--- src/rtl/core_seq_pkg.sv ---
// core_seq_pkg: sequencer state encodings and the nop instruction constant
package core_seq_pkg;
    typedef enum logic [2:0] {
        FETCH_REQ  = 3'd0,
        FETCH_WAIT = 3'd1,
        EXEC       = 3'd2,
        MEM_REQ    = 3'd3,
        MEM_WAIT   = 3'd4,
        WB         = 3'd5,
        HALT       = 3'd6,
        ERR        = 3'd7
    } seq_state_t;
    localparam logic [31:0] INST_NOP = 32'h0000_0013;
endpackage

--- src/rtl/core_seq_timer.sv ---
// seq_timer: response wait counter (clk, rst, clr restarts, en counts, expired at MAX_WAIT-1)
module seq_timer #(
    parameter int MAX_WAIT = 16
) (
    input  logic clk,
    input  logic rst,
    input  logic clr,
    input  logic en,
    output logic expired
);
    localparam int W = $clog2(MAX_WAIT);
    logic [W-1:0] cnt;
    assign expired = cnt == W'(MAX_WAIT - 1);
    always_ff @(posedge clk) begin
        if (rst || clr) cnt <= '0;
        else if (en && !expired) cnt <= cnt + 1'b1;
    end
endmodule

--- src/rtl/core_seq.sv ---
// core_seq: fetch/exec/mem/wb sequencer; imem/dmem valid-ready requests, inst latch, pc/reg write strobes, instret, sticky halted/err
module core_seq
    import core_seq_pkg::*;
#(
    parameter int XLEN     = 64,
    parameter int MAX_WAIT = 16
) (
    input  logic            clk,
    input  logic            rst,
    input  logic [XLEN-1:0] pc,
    output logic            imem_req_valid,
    input  logic            imem_req_ready,
    output logic [XLEN-1:0] imem_addr,
    input  logic            imem_rsp_valid,
    input  logic [31:0]     imem_rsp_data,
    output logic [31:0]     inst,
    input  logic            dec_load,
    input  logic            dec_store,
    input  logic            dec_reg_w,
    input  logic            dec_halt,
    output logic            dmem_req_valid,
    output logic            dmem_we,
    input  logic            dmem_req_ready,
    input  logic            dmem_rsp_valid,
    output logic            pc_w_en,
    output logic            reg_w_en,
    output logic            halted,
    output logic            err,
    output logic [63:0]     instret,
    output logic [2:0]      state
);
    seq_state_t st;
    logic       is_store;
    logic       reg_w;
    logic       expired;
    assign imem_req_valid = !rst && st == FETCH_REQ;
    assign imem_addr      = pc;
    assign dmem_req_valid = !rst && st == MEM_REQ;
    assign dmem_we        = is_store;
    assign pc_w_en        = !rst && st == WB;
    assign reg_w_en       = pc_w_en && reg_w && !is_store;
    assign halted         = st == HALT;
    assign err            = st == ERR;
    assign state          = st;
    seq_timer #(.MAX_WAIT(MAX_WAIT)) u_timer (
        .clk    (clk),
        .rst    (rst),
        .clr    ((imem_req_valid && imem_req_ready) || (dmem_req_valid && dmem_req_ready)),
        .en     ((st == FETCH_WAIT && !imem_rsp_valid) || (st == MEM_WAIT && !dmem_rsp_valid)),
        .expired(expired)
    );
    always_ff @(posedge clk) begin
        if (rst) begin
            st       <= FETCH_REQ;
            inst     <= INST_NOP;
            instret  <= '0;
            is_store <= 1'b0;
            reg_w    <= 1'b0;
        end else begin
            case (st)
                FETCH_REQ:  st <= imem_req_ready ? FETCH_WAIT : FETCH_REQ;
                FETCH_WAIT: begin
                    if (imem_rsp_valid) inst <= imem_rsp_data;
                    st <= imem_rsp_valid ? EXEC : expired ? ERR : FETCH_WAIT;
                end
                EXEC: begin
                    is_store <= dec_store;
                    reg_w    <= dec_reg_w;
                    st <= dec_halt ? HALT : (dec_load || dec_store) ? MEM_REQ : WB;
                end
                MEM_REQ:  st <= dmem_req_ready ? MEM_WAIT : MEM_REQ;
                MEM_WAIT: st <= dmem_rsp_valid ? WB : expired ? ERR : MEM_WAIT;
                WB: begin
                    instret <= instret + 64'd1;
                    st      <= FETCH_REQ;
                end
                default: st <= st;
            endcase
        end
    end
endmodule

--- config.mk ---
export PLATFORM = sky130hd
export DESIGN_NAME = core_seq
export DESIGN_NICKNAME = d
export VERILOG_FILES = /design/src/rtl/core_seq_pkg.sv /design/src/rtl/core_seq_timer.sv /design/src/rtl/core_seq.sv
export SDC_FILE = /design/constraint.sdc
export NUM_CORES = 1
export LEC_CHECK = 0
export CAP_MARGIN = 20
export CORE_MARGIN = 4
export CORE_UTILIZATION = 30
export CTS_CLUSTER_SIZE = 28
export DETAILED_ROUTE_END_ITERATION = 8
export SYNTH_ARGS = -nofsm -noshare
export SYNTH_HDL_FRONTEND = slang
export SYNTH_SLANG_ARGS = --single-unit
--- constraint.sdc ---
create_clock -name clk -period 3.5 [get_ports clk]
set_input_delay 0.7 -clock clk [delete_from_list [all_inputs] [get_ports clk]]
set_output_delay 0.7 -clock clk [all_outputs]
set_load 0.05 [all_outputs]
==> results.py, run 1 <==
metrics = {
    "timing": {
        "rsz0062_at_grt": "false",
        "slew_headroom_pct": 42.1,
        "finalHoldViolCount": 0,
        "tightestPinTransition_ps": 868,
        "min_period_ps": 3240,
        "drv_slew": 0,
        "fin_skew_ps": 6.83,
        "setup_viol": 0,
        "final.period_utilization_pct": 92.5,
        "worst_slack_ps": 261,
        "setup_tns_ps": 0,
        "max_clock_freq_mhz": 309,
    },
    "detailed_routing": {
        "via_per_inst": 4.82,
        "via_count": 4521,
        "drt_drc_violations_left": 0,
        "wl_per_cell_um": 14.8,
        "firstDrtPassIters": 4,
        "dr.first_iter.drc_count": 216,
        "wl_mm": 13.8,
        "ant_nets": 0,
    },
    "cells_and_area": {
        "layout.nets": 822,
        "multiInputGateArea_mm2": 0.00243,
        "area_growth_pct": 28.8,
        "fillerInstances": 1757,
        "ff_latch_area_mm2": 0.00210,
        "utilization_pct": 39.9,
        "stdcell_area_mm2": 0.00671,
        "insertedDiodeCount": 0,
        "drive_gt1_share_pct": 5.86,
    },
    "yosys": {
        "synth_largest_area_cell": "dfxtp_1",
        "synth_ff_type": "dfxtp_1",
        "synthCells": 642,
        "synth_edf_count": 0,
        "yosysMostFrequentCell": "dfxtp_1",
        "netlist_area_mm2": 0.00521,
        "synth_common_cells": "105 x dfxtp_1, 83 x nand2_1, 64 x buf_4",
        "synth.top_cell.area_share_pct": 40.3,
        "ys_seq_area_share_pct": 40.3,
        "avgSynthCellArea_um2": 8.12,
        "ys_ff_latch": 105,
        "syn_nets": 751,
        "synthArstFlopShare_pct": 0,
        "yosys.cell_types.count": 49,
        "ys_top_cells_by_area": "dfxtp_1 40%, buf_4 9.2%, nand2_1 6.0%, xnor2_1 5.5%, a21oi_1 5.5%",
        "ys_warn_count": 0,
    },
    "cts": {
        "h-tree-depth": 3,
        "cts-hold-fix-buffers": 0,
        "numClockSinks": 105,
        "cts_buffers": 9,
        "cts-resized-gates": 0,
        "cts_tree": "done",
        "clk_latency_ps": 350,
        "cts_root_buf": "clkbuf_16",
        "clk_transition_reported_paths_ps": 70,
        "post_cts_buffers": 0,
        "clockBufferDepth": 2,
    },
    "setup_path": {
        "r2r_end": "instret[63]",
        "reg2reg_setup_slack_ps": 690,
        "cp-startpoint": "state[0]",
        "rr_startpoint": "instret[14]",
        "reg2reg_depth": 6,
        "start_kind": "register",
        "endpoint_kind": "output port",
        "critPathKind": "register to output port",
        "cp_max_fo": 18,
        "cp.arrival_ps": 2540,
        "worstPathRequired_ps": 2800,
    },
    "job": {
        "maxCapViolCount": 0,
    },
    "grt": {
        "grt_pass1_vias": 4177,
        "grt_pass1_wl_mm": 22.4,
        "grt_usage_pct": 13.8,
        "grt_max_degree": 80,
        "antenna_found_initial": 0,
        "grt_overflow": 0,
    },
    "placement": {
        "gp_congestion": 0.782,
        "dp_worst_setup_slack_ps": 626,
        "port_buffers": 147,
        "placed_area_mm2": 0.00643,
        "dp_hpwl_mm": 9.59,
    },
    "min_path": {
        "hold_class": "register to register",
        "holdPathStages": 2,
        "whs_endpoint": "inst[5]",
        "worstHoldStart": "inst[5]",
    },
    "floorplanning": {
        "die_h_um": 140,
        "row_count": 47,
        "die-width_um": 140,
        "start_util_pct": 31.0,
        "io_pins": 276,
        "die_area_mm2": 0.0195,
        "coreArea_mm2": 0.0168,
    },
    "power_and_ir_drop": {
        "leakage_nw": 2.08,
        "vdd_drop_max_mv": 0.221,
        "finalPower_w": 0.00250,
        "powerDensity_mw_per_mm2": 372,
    },
    "run_status": {
        "status": "finished, final reports clean",
    },
}
-- sequential cells by signal, indices dropped and copies added (netlist names) --
signal / cells
dmem_we: 1
inst: 32
instret: 64
reg_w: 1
state: 3
u_timer.cnt: 4
-- cell type report --
class / instances / share of cell area (%)
clock inverters: 5 / 0.597
inverters: 19 / 1.06
multi-input cells: 420 / 36.2
clock buffers: 10 / 3.56
flip-flops and latches: 105 / 31.3
repair buffers: 158 / 23.1
well taps: 220 / 4.10
-- worst max path at each step --
stage                     slack, ps              to  cells past startpoint
after floorplan                 310  imem_req_valid                      3
after global placement          640        reg_w_en                      3
after detailed placement        630        reg_w_en                      3
after CTS                       210        reg_w_en                      3
after global routing             80        reg_w_en                      3
final                           260        reg_w_en                      3
-- per-layer routing --
layer / wire length, um / up-vias / GRT usage (%)
met4: 238 / 0 / 4.59
met2: 6280 / 109 / 21.2
li1: - / 2300 / -
met5: 0 / - / 0
met1: 6540 / 2094 / 18.3
met3: 759 / 18 / 4.29
-- kinds of logic after synthesis --
kind of cell,count (synthesis),share of synthesized area (%)
buffers and inverters,117,13.2
xor gates and xnor gates,42,7.06
AOI/OAI and AO/OA,96,10.6
and+or+nand+nor,272,26.7
adders and majority gates,3,0.720
muxes,7,1.39
DFF,105,40.3
-- critical path, stage by stage, from the launching register on --
cell	delay (ps)
dfxtp_1	700
nand3b_1	350
nor4b_2	290
clkdlybuf4s50_1	850
-- through the flow --
stage / hold slack, ps / instances
global placement: 442 / 922
finish: 453 / 937
CTS: 457 / 937
floorplan: 451 / 642
global route: 477 / 937
detailed placement: 446 / 922
-- cell usage in the layout (no fill, tap or decap), drive strengths merged, types with 4 or more instances in the layout --
cell / n
clkdlybuf4s50: 146
dfxtp: 105
nand2: 83
nor2: 58
a21oi: 57
xnor2: 33
nand4: 21
inv: 20
nand3: 19
nor4: 19
o21ai: 15
or3: 15
or4: 15
nor3: 14
buf: 12
clkbuf: 10
xor2: 9
o31ai: 8
and4: 5
mux2i: 5
and3: 4
nand3b: 4
-- where the power goes --
part	internal, W	switching, W	leakage [nW]
clock network	0.000503	0.000481	0.127
logic	0.000110	0.000171	1.11
registers	0.00122	0.0000172	0.848
No activity file was read; power rests on OpenSTA's default activity.
==> run 2, diff against run 1 <==
- CORE_UTILIZATION: 30 -> 40
- MAX_ROUTING_LAYER: default -> met4
- PLACE_DENSITY: default -> 0.82
==> run 2 against run 1 <==
Against the previous run: wire length shrank 7.9%; core utilization grew 13 points; critical path depth is the same; register-to-register slack lost 40 ps; global-route usage grew 3.5 points; setup slack gained 63 ps; clock power grew 6%; critical path type unchanged.
==> results.py, run 2 (synthesis gave the netlist of run 1 again) <==
metrics = {
    "job": {
        "maxCapViolCount": 0,
    },
    "grt": {
        "antenna_found_initial": 0,
        "grt_usage_pct": 17.3,
        "grt_max_degree": 89,
        "grt_pass1_wl_mm": 20.6,
        "grt_overflow": 0,
        "grt_pass1_vias": 4132,
    },
    "cells_and_area": {
        "area_growth_pct": 28.0,
        "ff_latch_area_mm2": 0.00210,
        "largest_reg_flops": 64,
        "multiInputGateArea_mm2": 0.00243,
        "fillerInstances": 1198,
        "insertedDiodeCount": 0,
        "mostFrequentLayoutCell": "clkdlybuf4s50_1",
        "drive_gt1_share_pct": 5.33,
        "regMostFlops": "instret",
        "largest_registers": "instret: 64 flops, inst: 32 flops, u_timer.cnt: 4 flops",
        "layout.nets": 819,
        "layout_common_cells": "146 x clkdlybuf4s50_1, 105 x dfxtp_1, 83 x nand2_1, 58 x nor2_1, 57 x a21oi_1",
    },
    "detailed_routing": {
        "drt_drc_violations_left": 0,
        "ant_nets": 0,
        "wl_mm": 12.7,
        "firstDrtPassIters": 4,
        "via_count": 4545,
        "wl_per_cell_um": 14.4,
        "via_per_inst": 5.14,
        "dr.first_iter.drc_count": 261,
    },
    "cts": {
        "cts_buffers": 9,
        "cts_tree": "done",
        "clk_transition_reported_paths_ps": 70,
        "cts-resized-gates": 0,
        "cts-hold-fix-buffers": 0,
        "cts_root_buf": "clkbuf_16",
        "clockBufferDepth": 2,
        "h-tree-depth": 3,
        "post_cts_buffers": 0,
        "numClockSinks": 105,
        "clk_latency_ps": 340,
    },
    "power_and_ir_drop": {
        "powerDensity_mw_per_mm2": 383,
        "leakage_nw": 2.10,
        "vdd_drop_max_mv": 0.199,
    },
    "timing": {
        "min_period_ps": 3180,
        "setup_tns_ps": 0,
        "hold_ws_ps": 451,
        "setup_viol": 0,
        "finalHoldViolCount": 0,
        "fin_skew_ps": 7.63,
        "tightestPinTransition_ps": 910,
        "drv_slew": 0,
        "final.period_utilization_pct": 90.7,
        "max_clock_freq_mhz": 315,
        "slew_headroom_pct": 39.3,
        "rsz0062_at_grt": "false",
    },
    "setup_path": {
        "endpoint_kind": "output port",
        "worstPathRequired_ps": 2800,
        "cp_max_fo": 18,
        "worstPathCellList": "nand3b_1, nor4b_2, clkdlybuf4s50_1",
        "cp.arrival_ps": 2480,
        "critPathKind": "register to output port",
        "critical-path-slowest-cell": "clkdlybuf4s50_1",
        "start_kind": "register",
        "max_stage_delay_ps": 840,
    },
    "placement": {
        "port_buffers": 147,
        "dp_hpwl_mm": 8.94,
        "gp_congestion": 0.855,
    },
    "floorplanning": {
        "die_h_um": 122,
        "die_area_mm2": 0.0149,
        "io_pins": 276,
        "start_util_pct": 41.1,
        "coreArea_mm2": 0.0127,
        "row_count": 41,
        "die-width_um": 122,
    },
    "min_path": {
        "hold_class": "register to register",
    },
    "run_status": {
        "status": "finished, final reports clean",
    },
}
run 2: cell count changes in the layout (fill, tap and decap cells not counted):
cell	before	now
buf_16	0	1
inv_6	1	0
clkbuf_8	1	3
clkinv_4	1	0
bufinv_16	0	1
buf_4	12	8
clkinvlp_4	3	1
run 2: worst paths after layout:
check                                start           to  slack [ps]  cells past startpoint
worst min-delay path               inst[8]      inst[8]         450                      2
worst min register to register     inst[8]      inst[8]         450                      2
worst max-delay path              state[0]     reg_w_en         320                      3
worst max register to register  instret[9]  instret[63]         650                      5
run 2: stage by stage:
| stage | power, W | std cells | util [%] | cell area [um^2] | setup slack, ps |
|---|---|---|---|---|---|
| 2_1_floorplan | 0.00162 | 642 | - | 5220 | 308 |
| 5_1_grt | 0.00266 | 885 | 52.7 | 6670 | 177 |
| 4_1_cts | 0.00259 | 884 | 52.4 | 6650 | 308 |
| 3_3_place_gp | 0.00154 | 870 | 50.0 | 6340 | 704 |
| 6_report | 0.00255 | 885 | 52.7 | 6670 | 324 |
| 3_5_place_dp | 0.00154 | 870 | 50.0 | 6340 | 638 |
run 2: routing by layer:
layer | share of wire (%) | vias to the layer above | track usage, % | wire length (um)
li1 | - | 2296 | - | -
met1 | 44 | 2097 | 22.3 | 5590
met2 | 48 | 133 | 26.5 | 6080
met3 | 6.4 | 19 | 3.81 | 814
met4 | 1.9 | 0 | 6.79 | 238
met5 | 0 | - | - | 0
run 2: worst max-delay path, delay by kind of cell (launching register included):
family	cells	cell delay [ps]
buffers and inverters	1	840
DFF	1	670
and+or+nand+nor	2	620
run 2: layout make-up:
class | count | share of cell area [%]
clock buffers | 12 | 3.99
well taps | 172 | 3.23
multi-input cells | 420 | 36.4
clock inverters | 2 | 0.563
inverters | 19 | 1.07
repair buffers | 155 | 23.2
flip-flops and latches | 105 | 31.5
run 2: power by group:
group	internal [W]	switching (W)
Sequential	0.00122	0.0000188
Combinational	0.000113	0.000167
Clock	0.000606	0.000432
Total	0.00194	0.000617
==> run 3, diff against run 2 <==
- CELL_PAD_IN_SITES_DETAIL_PLACEMENT: default -> 0
- CELL_PAD_IN_SITES_GLOBAL_PLACEMENT: default -> 1
- CORE_UTILIZATION: 40 -> 30
- HOLD_SLACK_MARGIN: default -> 0.15
- PLACE_DENSITY: 0.82 -> default
- PLACE_DENSITY_LB_ADDON: default -> 0.1
==> run 3 against run 2 <==
Against the previous run: critical path depth did not move; clock power about the same; sequential cell count unchanged; final area grew 0.77%; non-clock buffer count up 2; core utilization shrank 13 points; combinational power grew 3%; final cell count increased by 5.9%; maximum frequency is 1.2% lower; critical path type unchanged; largest cell class unchanged; largest power group unchanged.
==> results.py, run 3 (synthesis gave the netlist of run 1 again) <==
metrics = {
    "cts": {
        "clockBufferDepth": 2,
        "post_cts_buffers": 0,
        "numClockSinks": 105,
        "cts-hold-fix-buffers": 0,
        "cts_tree": "done",
        "cts-resized-gates": 0,
        "cts_buffers": 9,
        "cts_root_buf": "clkbuf_16",
        "h-tree-depth": 3,
        "clk_transition_reported_paths_ps": 80,
        "clk_latency_ps": 350,
    },
    "placement": {
        "gp_congestion": 0.776,
        "dp_hpwl_mm": 10.6,
        "port_buffers": 147,
    },
    "cells_and_area": {
        "drive_gt1_share_pct": 5.86,
        "largest_registers": "instret: 64 flops, inst: 32 flops, u_timer.cnt: 4 flops",
        "fillerInstances": 1728,
        "layout.nets": 821,
        "mostFrequentLayoutCell": "clkdlybuf4s50_1",
        "regMostFlops": "instret",
        "largest_reg_flops": 64,
        "insertedDiodeCount": 0,
        "utilization_pct": 40.0,
        "layout_common_cells": "145 x clkdlybuf4s50_1, 105 x dfxtp_1, 83 x nand2_1, 58 x nor2_1, 57 x a21oi_1",
        "area_growth_pct": 29.0,
    },
    "power_and_ir_drop": {
        "leakage_nw": 2.09,
        "powerDensity_mw_per_mm2": 380,
        "vdd_drop_max_mv": 0.207,
    },
    "grt": {
        "grt_util_met3_pct": 2.78,
        "antenna_found_initial": 0,
        "met2_usage_pct": 24.9,
        "grt_pass1_vias": 4488,
        "grt.busiest_layer": "met2",
        "grt_overflow": 0,
        "grt_usage_pct": 15.0,
        "gr-usage-met1_pct": 18.1,
        "grt_max_degree": 78,
        "grt_pass1_wl_mm": 23.7,
    },
    "setup_path": {
        "r2r_end": "instret[63]",
        "cp.arrival_ps": 2520,
        "critical-path-slowest-cell": "clkdlybuf4s50_1",
        "worstPathRequired_ps": 2800,
        "critPathKind": "register to output port",
        "rr_startpoint": "instret[9]",
        "cp_max_fo": 18,
        "reg2reg_setup_slack_ps": 570,
        "reg2reg_depth": 5,
        "max_stage_delay_ps": 840,
        "start_kind": "register",
        "endpoint_kind": "output port",
        "worstPathCellList": "nand3b_1, nor4b_2, clkdlybuf4s50_1",
    },
    "timing": {
        "max_clock_freq_mhz": 311,
        "setup_viol": 0,
        "slew_headroom_pct": 45.4,
        "min_period_ps": 3220,
        "drv_slew": 0,
        "rsz0062_at_grt": "false",
        "setup_tns_ps": 0,
        "final.period_utilization_pct": 91.9,
        "tightestPinTransition_ps": 820,
        "finalHoldViolCount": 0,
        "fin_skew_ps": 13.4,
    },
    "detailed_routing": {
        "wl_mm": 14.8,
        "via_count": 4623,
        "drt_drc_violations_left": 0,
        "wl_per_cell_um": 15.8,
        "via_per_inst": 4.93,
        "firstDrtPassIters": 4,
        "dr.first_iter.drc_count": 220,
        "ant_nets": 0,
    },
    "floorplanning": {
        "start_util_pct": 31.0,
        "die_area_mm2": 0.0195,
        "die-width_um": 140,
        "io_pins": 276,
        "row_count": 47,
        "coreArea_mm2": 0.0168,
        "die_h_um": 140,
    },
    "min_path": {
        "hold_class": "register to register",
        "worstHoldStart": "inst[7]",
        "whs_endpoint": "inst[7]",
        "holdPathStages": 2,
    },
    "run_status": {
        "status": "finished, final reports clean",
    },
    "job": {
        "maxCapViolCount": 0,
    },
}
-- run 3: cell count changes in the layout (fill, tap and decap cells not counted), sizes merged --
| cell | previous run | this run |
|---|---|---|
| buf | 9 | 12 |
| clkbuf | 12 | 10 |
| clkinvlp | 1 | 3 |
| clkdlybuf4s50 | 146 | 145 |
| clkinv | 0 | 1 |
| inv | 19 | 20 |
-- run 3: where the power goes --
group | switching (W) | total, W | internal [W] | leakage, nW
combinational | 0.000176 | 0.000288 | 0.000112 | 1.11
clock | 0.000481 | 0.00104 | 0.000558 | 0.135
sequential | 0.0000132 | 0.00123 | 0.00122 | 0.848
-- run 3: layout make-up --
type,count,area [um^2],share of cell area (%)
Timing Repair Buffer,157,1550,23.0
Tap cell,220,275,4.09
Clock buffer,10,229,3.41
Sequential cell,105,2100,31.3
Multi-Input combinational cell,420,2430,36.2
Clock inverter,6,66.3,0.986
Inverter,19,71.3,1.06
-- run 3: worst max-delay path, delay by kind of cell (launching register included) --
kind          cells  cell delay [ps]
simple gates      2              640
flops             1              700
buf+inv           1              840
-- run 3: worst max path at each step --
stage / endpoint / startpoint / cells after the start
detailed placement: instret[63] / instret[8] / 5
global route: reg_w_en / state[2] / 3
CTS: reg_w_en / state[2] / 3
floorplan: imem_req_valid / rst / 3
finish: reg_w_en / state[2] / 3
global placement: instret[63] / instret[8] / 5
-- run 3: metrics by stage --
stage	hold WS (ps)	instance area [um^2]	total power, W	std cells	worst slack, ps
final	455	6720	0.00256	937	285
after global routing	473	6720	0.00265	937	178
after CTS	457	6720	0.00260	937	258
after detailed placement	446	6430	0.00155	921	573
after global placement	440	6410	0.00155	920	653
after floorplan	451	5220	0.00162	642	308
-- run 3: per-layer routing --
layer	wire, um	part of all wire [%]
met2	7100	48
met4	418	2.8
met1	6480	44
met5	0	0
met3	785	5.3
